===== src/rtl/instr_stream_encoder_pkg.sv =====
// -----------------------------------------------------------------------------
// instr_stream_encoder_pkg
// Shared definitions for the instruction stream encoder (program loader):
//   - MIPS primary opcode constants (shared with the control decoder)
//   - request kind codes carried on req_kind_i
//   - loader FSM state encoding
//   - helper that packs an I-type instruction word
// -----------------------------------------------------------------------------
package instr_stream_encoder_pkg;

  // MIPS primary opcodes
  localparam logic [5:0] R_TYPE      = 6'h00;
  localparam logic [5:0] I_TYPE_ADDI = 6'h08;
  localparam logic [5:0] I_TYPE_LUI  = 6'h0F;
  localparam logic [5:0] I_TYPE_ORI  = 6'h0D;
  localparam logic [5:0] I_TYPE_ANDI = 6'h0C;
  localparam logic [5:0] I_TYPE_LW   = 6'h23;
  localparam logic [5:0] I_TYPE_SW   = 6'h2B;
  localparam logic [5:0] I_TYPE_BEQ  = 6'h04;
  localparam logic [5:0] I_TYPE_BNE  = 6'h05;

  // Request kind codes; 9..15 are illegal
  localparam logic [3:0] KIND_R    = 4'd0;
  localparam logic [3:0] KIND_ADDI = 4'd1;
  localparam logic [3:0] KIND_LUI  = 4'd2;
  localparam logic [3:0] KIND_ORI  = 4'd3;
  localparam logic [3:0] KIND_ANDI = 4'd4;
  localparam logic [3:0] KIND_LW   = 4'd5;
  localparam logic [3:0] KIND_SW   = 4'd6;
  localparam logic [3:0] KIND_BEQ  = 4'd7;
  localparam logic [3:0] KIND_BNE  = 4'd8;

  // Loader FSM states
  typedef enum logic [1:0] {
    ST_IDLE  = 2'd0,
    ST_LOAD  = 2'd1,
    ST_WRITE = 2'd2,
    ST_DONE  = 2'd3
  } state_t;

  // Pack an I-type word: {op, rs, rt, imm}
  function automatic logic [31:0] encode_i(input logic [5:0]  op,
                                           input logic [4:0]  rs,
                                           input logic [4:0]  rt,
                                           input logic [15:0] imm);
    return {op, rs, rt, imm};
  endfunction

endpackage


===== src/rtl/instr_stream_encoder_field.sv =====
// -----------------------------------------------------------------------------
// instr_field_encoder
// Purely combinational: turns a request kind plus its fields into a 32-bit
// MIPS instruction word and flags whether the kind is legal.
// Ports:
//   kind           in  4   request kind code
//   rs/rt/rd/shamt in  5   register / shift fields
//   funct          in  6   R-type function field
//   imm            in  16  immediate / branch word offset (passed unmodified)
//   word           out 32  encoded instruction (0 for illegal kinds)
//   legal          out 1   kind is one of the supported encodings
// -----------------------------------------------------------------------------
module instr_field_encoder
  import instr_stream_encoder_pkg::*;
(
  input  logic [3:0]  kind,
  input  logic [4:0]  rs,
  input  logic [4:0]  rt,
  input  logic [4:0]  rd,
  input  logic [4:0]  shamt,
  input  logic [5:0]  funct,
  input  logic [15:0] imm,
  output logic [31:0] word,
  output logic        legal
);

  // Kind-to-encoding selection
  always_comb begin
    word  = 32'h0000_0000;
    legal = 1'b1;
    case (kind)
      KIND_R:    word = {R_TYPE, rs, rt, rd, shamt, funct};
      KIND_ADDI: word = encode_i(I_TYPE_ADDI, rs, rt, imm);
      // LUI has no source register; the rs field is forced to zero
      KIND_LUI:  word = encode_i(I_TYPE_LUI, 5'd0, rt, imm);
      KIND_ORI:  word = encode_i(I_TYPE_ORI, rs, rt, imm);
      KIND_ANDI: word = encode_i(I_TYPE_ANDI, rs, rt, imm);
      KIND_LW:   word = encode_i(I_TYPE_LW, rs, rt, imm);
      KIND_SW:   word = encode_i(I_TYPE_SW, rs, rt, imm);
      KIND_BEQ:  word = encode_i(I_TYPE_BEQ, rs, rt, imm);
      KIND_BNE:  word = encode_i(I_TYPE_BNE, rs, rt, imm);
      default: begin
        word  = 32'h0000_0000;
        legal = 1'b0;
      end
    endcase
  end

endmodule


===== src/rtl/instr_stream_encoder.sv =====
// -----------------------------------------------------------------------------
// instr_stream_encoder
// Program loader: accepts field-level instruction requests, encodes each into
// a MIPS word and writes it to instruction memory at consecutive addresses.
// Ports:
//   clk, reset                     clock (rising edge), async active-high reset
//   start_i / finish_i             open / close a load session
//   req_valid_i / req_ready_o      request handshake
//   req_kind_i, req_rs_i, req_rt_i, req_rd_i, req_shamt_i, req_funct_i,
//   req_imm_i                      request fields
//   mem_we_o, mem_addr_o, mem_wdata_o, mem_ack_i   memory write port
//   count_o                        words written this session
//   busy_o / done_o / error_o      status
// -----------------------------------------------------------------------------
module instr_stream_encoder
  import instr_stream_encoder_pkg::*;
#(
  parameter int ADDR_WIDTH = 8
) (
  input  logic                  clk,
  input  logic                  reset,
  input  logic                  start_i,
  input  logic                  finish_i,
  input  logic                  req_valid_i,
  output logic                  req_ready_o,
  input  logic [3:0]            req_kind_i,
  input  logic [4:0]            req_rs_i,
  input  logic [4:0]            req_rt_i,
  input  logic [4:0]            req_rd_i,
  input  logic [4:0]            req_shamt_i,
  input  logic [5:0]            req_funct_i,
  input  logic [15:0]           req_imm_i,
  output logic                  mem_we_o,
  output logic [ADDR_WIDTH-1:0] mem_addr_o,
  output logic [31:0]           mem_wdata_o,
  input  logic                  mem_ack_i,
  output logic [ADDR_WIDTH:0]   count_o,
  output logic                  busy_o,
  output logic                  done_o,
  output logic                  error_o
);

  localparam logic [ADDR_WIDTH-1:0] ADDR_ZERO  = {ADDR_WIDTH{1'b0}};
  localparam logic [ADDR_WIDTH-1:0] ADDR_ONE   = {{(ADDR_WIDTH-1){1'b0}}, 1'b1};
  localparam logic [ADDR_WIDTH:0]   COUNT_ZERO = {(ADDR_WIDTH+1){1'b0}};
  localparam logic [ADDR_WIDTH:0]   COUNT_ONE  = {{ADDR_WIDTH{1'b0}}, 1'b1};
  // Count value meaning every word of memory has been written
  localparam logic [ADDR_WIDTH:0]   COUNT_FULL = {1'b1, {ADDR_WIDTH{1'b0}}};

  state_t                  state_r, state_s;
  logic [ADDR_WIDTH-1:0]   addr_r, addr_s;
  logic [ADDR_WIDTH:0]     count_r, count_s;
  logic [31:0]             wdata_r, wdata_s;
  logic                    error_r, error_s;
  logic                    pend_r, pend_s;   // finish requested while a word is in flight
  logic [31:0]             enc_word_s;
  logic                    enc_legal_s;

  instr_field_encoder u_field_encoder (
    .kind  (req_kind_i),
    .rs    (req_rs_i),
    .rt    (req_rt_i),
    .rd    (req_rd_i),
    .shamt (req_shamt_i),
    .funct (req_funct_i),
    .imm   (req_imm_i),
    .word  (enc_word_s),
    .legal (enc_legal_s)
  );

  // State and datapath registers
  always_ff @(posedge clk or posedge reset) begin
    if (reset) begin
      state_r <= ST_IDLE;
      addr_r  <= ADDR_ZERO;
      count_r <= COUNT_ZERO;
      wdata_r <= 32'h0000_0000;
      error_r <= 1'b0;
      pend_r  <= 1'b0;
    end else begin
      state_r <= state_s;
      addr_r  <= addr_s;
      count_r <= count_s;
      wdata_r <= wdata_s;
      error_r <= error_s;
      pend_r  <= pend_s;
    end
  end

  // Next-state and datapath update logic
  always_comb begin
    state_s = state_r;
    addr_s  = addr_r;
    count_s = count_r;
    wdata_s = wdata_r;
    error_s = error_r;
    pend_s  = pend_r;
    case (state_r)
      ST_IDLE, ST_DONE: begin
        if (start_i) begin
          state_s = ST_LOAD;
          addr_s  = ADDR_ZERO;
          count_s = COUNT_ZERO;
          error_s = 1'b0;
          pend_s  = 1'b0;
        end else begin
          state_s = state_r;
        end
      end
      ST_LOAD: begin
        if (req_valid_i) begin
          if (enc_legal_s) begin
            wdata_s = enc_word_s;
            pend_s  = finish_i;
            state_s = ST_WRITE;
          end else begin
            // Illegal kind: nothing to write, so a simultaneous finish ends now
            error_s = 1'b1;
            state_s = finish_i ? ST_DONE : ST_LOAD;
          end
        end else if (finish_i) begin
          state_s = ST_DONE;
        end else begin
          state_s = ST_LOAD;
        end
      end
      ST_WRITE: begin
        if (mem_ack_i) begin
          addr_s  = addr_r + ADDR_ONE;
          count_s = count_r + COUNT_ONE;
          if ((count_s == COUNT_FULL) || pend_r || finish_i) begin
            state_s = ST_DONE;
            pend_s  = 1'b0;
          end else begin
            state_s = ST_LOAD;
          end
        end else begin
          pend_s = pend_r | finish_i;
        end
      end
      default: begin
        state_s = ST_IDLE;
      end
    endcase
  end

  // Outputs decode straight from registers so reset clears them immediately
  assign req_ready_o = (state_r == ST_LOAD);
  assign mem_we_o    = (state_r == ST_WRITE);
  assign busy_o      = (state_r == ST_LOAD) || (state_r == ST_WRITE);
  assign done_o      = (state_r == ST_DONE);
  assign mem_addr_o  = addr_r;
  assign mem_wdata_o = wdata_r;
  assign count_o     = count_r;
  assign error_o     = error_r;

endmodule

===== config.mk =====
export PLATFORM = sky130hd
export DESIGN_NAME = instr_stream_encoder
export DESIGN_NICKNAME = d
export VERILOG_FILES = /design/src/rtl/instr_stream_encoder_pkg.sv /design/src/rtl/instr_stream_encoder_field.sv /design/src/rtl/instr_stream_encoder.sv
export SDC_FILE = /design/constraint.sdc
export NUM_CORES = 1
export LEC_CHECK = 0
export CELL_PAD_IN_SITES_DETAIL_PLACEMENT = 2
export CELL_PAD_IN_SITES_GLOBAL_PLACEMENT = 2
export CORE_MARGIN = 2
export CORE_UTILIZATION = 27
export DETAILED_ROUTE_END_ITERATION = 10
export PLACE_DENSITY = 0.83
export SYNTH_ARGS = -nofsm -noshare
export SYNTH_HDL_FRONTEND = slang
export SYNTH_SLANG_ARGS = --single-unit
export TNS_END_PERCENT = 100

===== constraint.sdc =====
create_clock -name clk -period 2.9 [get_ports clk]
set_clock_uncertainty 0.05 [all_clocks]
set_input_delay 0.87 -clock clk [delete_from_list [all_inputs] [get_ports clk]]
set_output_delay 0.87 -clock clk [all_outputs]
set_load 0.005 [all_outputs]

=== After elaboration in Yosys (flattened, before gate mapping) ===
Index checks and enable logic that the tools add are counted.

* Word-level logic and storage cells: 65
* Register bits after elaboration: 53
* Input port bits: 52
* Output and inout port bits: 54

* Eq/ne operators: 18
* Multiplexer cells: 24
* Reductions and logical operators: 14
* Bitwise operators: 1
* Add/subtract/negate cells: 2

{| class="wikitable"
|+ Operators by type and width
! cell !! count
|-
| $pmux 32 s9 || 1
|-
| $mux 9 || 2
|-
| $pmux 9 s2 || 1
|-
| $eq 4x3->1 const B || 4
|-
| $mux 8 || 2
|-
| $pmux 8 s2 || 1
|-
| $mux 2 || 6
|-
| $add 9x1->9 const B || 1
|-
| $eq 9x9->1 const B || 1
|-
| $reduce_or 9->1 || 1
|-
| $add 8x1->8 const B || 1
|-
| $eq 4x2->1 const B || 2
|-
| $mux 1 || 8
|-
| $reduce_and 4->1 || 2
|-
| $ne 2x2->1 const B || 3
|-
| $pmux 2 s3 || 1
|-
| $reduce_and 3->1 || 2
|-
| $eq 2x2->1 const B || 2
|-
| $eq 4x1->1 const B || 1
|-
| $eq 4x4->1 const B || 1
|-
| $logic_not 4->1 || 1
|-
| $ne 2x1->1 const B || 2
|-
| $reduce_bool 2->1 || 2
|-
| $logic_or 1x1->1 || 3
|-
| other kinds (8) || 8
|}

=== Depth between registers and ports, before layout ===
Gate-level depths: netlist of the first run.

* Depth in word-level cells: 7
* Mapped depth: 8
* Depth with buffers taken out: 7

=== Cells and area by module ===
Synthesis of the first run repeated with hierarchy kept, for this count alone.

* Cell total of the unflattened synthesis: 303
* Area, all modules: 3174.3 µm²

{| class="wikitable"
|+ By module, submodules not included
! module !! times used !! sequential area each (µm²) !! area an instance (µm²) !! cells an instance
|-
| instr_stream_encoder || 1 || 1326.3 || 2462.4 || 215
|-
| instr_field_encoder || 1 || 0.0 || 711.9 || 88
|}

=== Worst setup path after synthesis of the first run ===
No wires, ideal clock.

* Path type: input -> register
* Start point: input req_kind_i[0]
* End point: register wdata_r[16] (netlist: mem_wdata_o[16])
* Stages: 5
* Data required time: 2725 ps
* Arrival time: 1967 ps
* Path slack: 758 ps
* Library setup time: 125 ps
* Path buffers: 2
* Cell sequence: buf_2 -> nor3_4 -> o21ai_4 -> buf_6 -> mux2_4

* Longest elaborated chain between the ends: 4
* Elaborated cells between the ends (all ways): 13
* Classes of those cells: eq/ne: 8; mux: 2; reduce/logical: 3

{| class="wikitable"
|+ RTL lines
! item !! RTL line !! text
|-
| start, declared || instr_stream_encoder.sv:26 || <nowiki>input logic [3:0] req_kind_i,</nowiki>
|-
| $eq 4x1->1 (tied with other cells) || instr_stream_encoder_field.sv:31 || <nowiki>case (kind)</nowiki>
|-
| $reduce_or 9->1 (no line) || -- ||
|-
| $mux 1 || instr_stream_encoder_field.sv:31 ||
|-
| $reduce_and 3->1 (no line) || -- ||
|-
| end signal, assigned || instr_stream_encoder.sv:84 || <nowiki>wdata_r <= wdata_s;</nowiki>
|-
| end, declared || instr_stream_encoder.sv:53 || <nowiki>logic [31:0] wdata_r, wdata_s;</nowiki>
|}

Several ways; a longest one is shown, not always the timed one.
A chain may end at the register's enable or synchronous reset.

=== Worst setup path in the final report of the first run ===
* Start point: register state_r[0]
* End point: output busy_o

* Longest elaborated chain between the ends: 2
* Elaborated cells between the ends (all ways): 3
* Classes of those cells: eq/ne: 2; reduce/logical: 1

{| class="wikitable"
|+ RTL lines
! item !! RTL line !! text
|-
| start, declared || instr_stream_encoder.sv:50 || <nowiki>state_t state_r, state_s;</nowiki>
|-
| start signal, assigned || instr_stream_encoder.sv:81 || <nowiki>state_r <= state_s;</nowiki>
|-
| $eq 2x1->1 / $eq 2x2->1 (equally long branches) || instr_stream_encoder.sv:150 || <nowiki>assign busy_o = (state_r == ST_LOAD) || (state_r == ST_WRITE);</nowiki>
|-
| $logic_or 1x1->1 (*) || instr_stream_encoder.sv:150 ||
|-
| end, declared || instr_stream_encoder.sv:38 || <nowiki>output logic busy_o,</nowiki>
|}

Every way passes the cells marked *; elsewhere a longest branch is shown, timed or not.

==> results of run 1 <==
[per-layer routing]
| metal | global-route usage | vias to the layer above | routed length [µm] |
|---|---|---|---|
| li1 | - | 1388 | - |
| met1 | 0.217 | 1464 | 4460 |
| met2 | 0.316 | 71 | 4950 |
| met3 | 0.0285 | 8 | 367 |
| met4 | 0.0485 | 0 | 170 |
| met5 | 0 | - | 0 |
[power by group through the flow]
stage,logic [mW],clock network [mW],registers [mW]
after floorplan,0.625,0,1.15
after global routing,1.56,0.449,1.19
after detailed placement,1.43,0,1.17
final,1.42,0.409,1.15
after CTS,1.44,0.423,1.15
after global placement,1.39,0,1.15
[final timing paths]
path                                start         endpoint  slack [ns]  cells past startpoint
max                            state_r[0]           busy_o        0.13                      4
min                        mem_wdata_o[1]   mem_wdata_o[1]        0.44                      2
max reg2reg                    state_r[0]    mem_addr_o[7]        0.95                      8
min reg2reg                mem_wdata_o[1]   mem_wdata_o[1]        0.44                      2
max in group asynchronous           reset  mem_wdata_o[29]        1.38                      3
min in group asynchronous           reset       count_o[5]        0.85                      2
[sequential cells by signal (all words and copies together) (netlist names)]
register / flops
mem_wdata_o: 31
count_o: 9
mem_addr_o: 8
state_r: 2
error_o: 1
pend_r: 1
[area by class of cell]
class / instances / area, µm²
clock buffer: 6 / 72.6
clock inverter: 1 / 5.00
fill: 1174 / 6240
inverter: 6 / 22.5
multi-input combinational: 252 / 1450
sequential: 52 / 1300
tap: 136 / 170
timing repair buffer: 116 / 1160
[per-stage QoR]
| stage | cell area, µm² | instances | power [mW] |
|---|---|---|---|
| after global routing | 4180 | 569 | 3.20 |
| after detailed placement | 4100 | 562 | 2.59 |
| after CTS | 4180 | 569 | 3.02 |
| final | 4180 | 569 | 2.98 |
| after floorplan | 2910 | 333 | 1.77 |
| after global placement | 4100 | 562 | 2.54 |
[cells by family (layout without fill, tap and decap cells)]
family                   Yosys count  in the layout  share of synthesized area
AND/OR/NAND/NOR                  118            118                      0.187
AO/OA/AOI/OAI                    115            115                      0.243
flip-flops                        52             52                      0.447
buffers and inverters             29            129                     0.0537
adder cells (fa/ha/maj)            6              6                     0.0258
XOR/XNOR                           6              6                     0.0181
multiplexers                       6              6                     0.0241
other                              1              1                    0.00129
[placed cells by master (no fill, tap or decap), types with 4 or more instances in the layout]
cell               n
o22ai_1           13
a22o_1             8
a31oi_1            6
nand3_1           19
inv_1              4
dfrtp_1           52
clkbuf_8           5
and2_1             4
nand2_1           63
buf_4             10
clkdlybuf4s50_1  104
o21ai_0           19
ha_1               6
o21ai_1           21
mux2_1             4
a21oi_1           26
nor2_1            11
o31ai_1            7
[Yosys cell counts, types with 4 or more instances]
cell,n
mux2_1,4
o21ai_1,21
inv_1,5
ha_1,6
buf_6,4
a31oi_1,6
dfrtp_1,52
buf_2,11
a21oi_1,26
o21ai_0,19
o31ai_1,7
and2_1,4
nand2_1,63
clkbuf_1,6
o22ai_1,13
a22o_1,8
nand3_1,19
nor2_1,11
[critical path, stage by stage (launching register included)]
cell	delay, ns
dfrtp_1	0.38
inv_1	0.09
ha_1	0.39
inv_1	0.15
clkdlybuf4s50_1	0.54
==> results.md, run 1 <==
* Vias in the first global route at between 3000 and 4000
* Cell type contributing the most total cell area after synthesis: dfrtp_1
* Total net switching power at approximately 1.0 mW
* Quantity of I/O buffers inserted on ports at 104
* Largest net degree at the start of global routing at 34
* Syn Nets at a little under 400
* Final clock period utilization by the worst path at 0.956
* Combinational power share at 0.477
* Number of gates given a new drive strength after cts at 0
* Element type at the critical path end: output pin
* Avg Vias per Cell at 5.15
* Slew Limit Fails at 0
* GRT overflow at 0
* TritonCTS clock tree: done
* Top cells by area, synth: dfrtp_1, nand2_1, a21oi_1
* DRT iter0 DRCs at 102
* Total power divided by cell area at 712 nW/µm²
* Headroom to the max-slew limit at 0.657
* Clk buf depth at 2
* Top FF cell, synth: dfrtp_1
* Required time reported for the critical path endpoint at 1.98 ns
* Total Wirelength at about 10000 µm
* Post-CTS Setup Repair Bufs at 0
* Number of max-cap violations at 0
* Leakage power at 1.70 nW
* Pre-CTS worst setup slack at about 0.21 ns
* Starting density of the core at 0.279
* Vias post-DR at between 2000 and 3000
* Startpoint type of the worst setup path: register
* Register area share after synthesis at 0.447
* Setup Crit Path Kind: register to output pin
* Fin. Hold Viols at 0
* Net switching fraction of the power at 0.352
* Run status: finished clean
* Wire length of the first global-routing pass at 16200 µm
* Die extent in y at 108 µm
* First-pass iteration count of the detailed router at 4
* Clock period minus worst slack at 2.77 ns
* Cell-internal power at 1.93 mW
* Fraction of the core area covered by cells at the end of the flow at 0.401
* Count of clock tree sinks at 52
* Area Growth Syn to Fin at 43.6%
* Remaining routing DRC violations at 0
* Number of CTS-inserted buffers at 5
* Setup ws final at 0.127 ns
* Area enclosed by the die boundary at roughly 12000 µm²
* Fin nets at 491
* Cell area after technology mapping at 2910 µm²
* Yosys warns at 0
* Synth Instances at 333
* Buffer cell driving the clock tree root: clkbuf_8
* Floorplan row count at 37
* Proportion of synthesized flip-flops having asynchronous set or reset at 1.00
* Synthesized area per cell at slightly below 9 µm²
* Share of layout cells above drive strength 1 at 0.0624
* Setup tns final at 0 ns
* Number of flops mapped to enable cells by yosys at 0
* Core footprint at 10400 µm²
* Detailed placement HPWL at 7330 µm
* Power share of the clock group at 0.137
* Clock Latency Late Sink at about 0.30 ns
* Worst hold path type: register to register
* Worst hold margin at 0.444 ns
* Register share of total power at 0.386
* Measured slew at the worst slew-check pin at 0.514 ns
* RSZ-0062 raised after global routing: false
* Number of antenna-violating nets in the routed design at 0
* Post-CTS Hold Fix Bufs at 0
* GP Congestion at 0.800
* Flip-flop and latch count after synthesis at between 50 and 60
* Htree depth at 2
* Number of distinct library cells after synthesis at 50
* Reg clk slew, reported paths at roughly 0.10 ns
* Maximum net fanout on the critical path at 6
* Final setup viols at 0
* Initial antenna violation count at 0
* Horizontal die dimension at ~110 µm
* Antenna cells at 0
* Achievable clock frequency at 361 MHz
* Routed wirelength normalized by instance count at 17.5 µm
* Fraction of synthesized cell area taken by the top area cell type at 0.447
* Critical Path AT at 1.85 ns
* Top-level port count at 106
* Largest voltage drop on the vdd net at between 0.3 and 0.4 mV
* Global Route Usage Sum at 0.176
No activity file was read; power rests on OpenSTA's default activity.
==> run 2, diff against run 1 <==
--- a/config.mk
+++ b/config.mk
@@ -12,2 +12,3 @@
 export DETAILED_ROUTE_END_ITERATION = 10
+export HOLD_SLACK_MARGIN = 0.1
 export PLACE_DENSITY = 0.83
--- a/constraint.sdc
+++ b/constraint.sdc
@@ -4,2 +4,2 @@
 set_output_delay 0.87 -clock clk [all_outputs]
-set_load 0.005 [all_outputs]
+set_load 0.02 [all_outputs]
==> run 2 against run 1 <==
Compared with the run above: flip-flop and latch count did not move; clock power rose by 11%; cell area rose by 0.24%; largest power group unchanged; total power rose by 12%; highest routed layer unchanged; critical path type unchanged; count of clock-buffer cells in the layout rose by 1.
==> results.md, run 2 (synthesized netlist as in run 1, its figures left out) <==
* DRT iter0 DRCs at 80 (was 102)
* Largest net degree at the start of global routing at 34 (unchanged)
* Starting density of the core at 0.279 (unchanged)
* Total power divided by cell area at 796 nW/µm² (was 712 nW/µm²)
* Top-level port count at 106 (unchanged)
* Htree depth at 2 (unchanged)
* Initial antenna violation count at 0 (unchanged)
* Cell-internal power at 1.96 mW (was 1.93 mW)
* Buffer cell driving the clock tree root: clkbuf_8 (unchanged)
* GP Congestion at 0.795 (was 0.800)
* Final clock period utilization by the worst path at 0.948 (was 0.956)
* Global Route Usage Sum at 0.186 (was 0.176)
* Setup tns final at 0 ns (unchanged)
* Worst hold path type: register to register (unchanged)
* Slew Limit Fails at 0 (unchanged)
* Reg clk slew, reported paths at 0.10 ns (about the same)
* Leading cell type in the layout, fill and taps excluded: clkdlybuf4s50_1 (unchanged)
* Antenna cells at 0 (unchanged)
* Startpoint type of the worst setup path: register (unchanged)
* Combinational power share at 0.519 (was 0.477)
* TritonCTS clock tree: done (unchanged)
* Largest voltage drop on the vdd net at 0.389 mV (was 0.313 mV)
* Post-CTS Hold Fix Bufs at 0 (unchanged)
* Leakage power at 1.71 nW (was 1.70 nW)
* Horizontal die dimension at 108 µm (unchanged)
* Detailed placement HPWL at 7780 µm (was 7330 µm)
* Number of max-cap violations at 0 (unchanged)
* Routed wirelength normalized by instance count at 18.3 µm (was 17.5 µm)
* Required time reported for the critical path endpoint at 1.98 ns (about the same)
* Power Total at 3.33 mW (was 2.98 mW)
* Element type at the critical path end: output pin (unchanged)
* Clk buf depth at 2 (unchanged)
* Die extent in y at 108 µm (unchanged)
* Clock period minus worst slack at 2.75 ns (was 2.77 ns)
* Share of layout cells above drive strength 1 at 0.0667 (was 0.0624)
* Total Wirelength at 10500 µm (was 9950 µm)
* Avg Vias per Cell at 5.16 (was 5.15)
* RSZ-0062 raised after global routing: false (unchanged)
* Run status: finished clean (unchanged)
* Area enclosed by the die boundary at 11600 µm² (unchanged)
* Fin. Hold Viols at 0 (unchanged)
* Commonest cells after routing, fill and taps aside: clkdlybuf4s50_1, nand2_1, dfrtp_1, a21oi_1, o21ai_1 (unchanged)
* Net switching fraction of the power at 0.413 (was 0.352)
* Vias post-DR at 2944 (was 2931)
* Power share of the clock group at 0.136 (was 0.137)
* Core footprint at 10400 µm² (unchanged)
* Measured slew at the worst slew-check pin at 0.536 ns (was 0.514 ns)
* Number of CTS-inserted buffers at 5 (unchanged)
* Register share of total power at 0.346 (was 0.386)
* Critical Path AT at 1.83 ns (was 1.85 ns)
* Clock Latency Late Sink at 0.31 ns (was 0.30 ns)
* Number of antenna-violating nets in the routed design at 0 (unchanged)
* Headroom to the max-slew limit at 0.642 (was 0.657)
* Quantity of I/O buffers inserted on ports at 104 (unchanged)
* Remaining routing DRC violations at 0 (unchanged)
* Total net switching power at 1.38 mW (was 1.05 mW)
* Final setup viols at 0 (unchanged)
* Count of clock tree sinks at 52 (unchanged)
* Area Growth Syn to Fin at 44.0% (was 43.6%)
* Number of placed instances, taps included at 563 (was 562)
* GRT overflow at 0 (unchanged)
* Achievable clock frequency at 364 MHz (was 361 MHz)
* Final Instance Count excl. Fillers at 571 (was 569)
* Vias in the first global route at 3233 (was 3221)
* Floorplan row count at 37 (unchanged)
* Wire length of the first global-routing pass at 17000 µm (was 16200 µm)
* Number of flip-flops under the largest register name at 31 (unchanged)
* Maximum net fanout on the critical path at 7 (was 6)
* Setup Crit Path Kind: register to output pin (unchanged)
* Fin nets at 492 (was 491)
* First-pass iteration count of the detailed router at 4 (unchanged)
* Worst hold margin at 0.453 ns (was 0.444 ns)
run 2: final timing paths:
kind	from	endpoint	slack (ns)	depth (start not counted)
setup / recovery	state_r[1]	req_ready_o	0.15	3
setup reg to reg	state_r[0]	mem_addr_o[7]	0.89	8
max in group asynchronous	reset	mem_wdata_o[2]	1.37	3
min in group asynchronous	reset	count_o[4]	0.86	2
hold reg to reg	mem_wdata_o[19]	mem_wdata_o[19]	0.45	1
hold / removal	mem_wdata_o[19]	mem_wdata_o[19]	0.45	1
run 2: power by group through the flow:
stage	sequential, mW	combinational (mW)	clock, mW
3_5_place_dp	1.17	1.75	0
3_3_place_gp	1.15	1.69	0
6_report	1.15	1.73	0.453
2_1_floorplan	1.41	0.657	0
5_1_grt	1.19	1.87	0.498
4_1_cts	1.16	1.76	0.471
run 2: metrics by stage:
step / util / setup WS, ns / cell area [µm²]
4_1_cts: 0.402 / 0.128 / 4190
3_3_place_gp: 0.393 / 0.290 / 4100
3_5_place_dp: 0.393 / 0.198 / 4100
6_report: 0.402 / 0.152 / 4190
2_1_floorplan: - / 0.722 / 2910
5_1_grt: 0.402 / 0.0633 / 4190
run 2: area by class of cell:
cell class | count | area, µm²
clock inverters | 1 | 7.51
well taps | 136 | 170
flip-flops and latches | 52 | 1300
multi-input cells | 252 | 1450
clock buffers | 7 | 86.3
repair buffers | 117 | 1150
fillers | 1141 | 6230
inverters | 6 | 22.5
run 2: layer usage:
layer  vias up  wire length [µm]  global-route usage
li1       1380                 -                   -
met1      1488              4440               0.220
met2        67              5470               0.349
met3         9               432              0.0309
met4         0               129              0.0412
met5         -                 0                   0
run 2: worst max-delay path, cell delays in order, from the launching register on:
cell and delay, ns:
dfrtp_1 0.44, inv_1 0.08, ha_1 0.32, clkdlybuf4s50_1 0.68
run 2: what timing repair did:
action / CTS / global route
endpoints found under the setup margin: 1 / 0
resized for setup: 1 / 0
setup buffers: 0 / 0
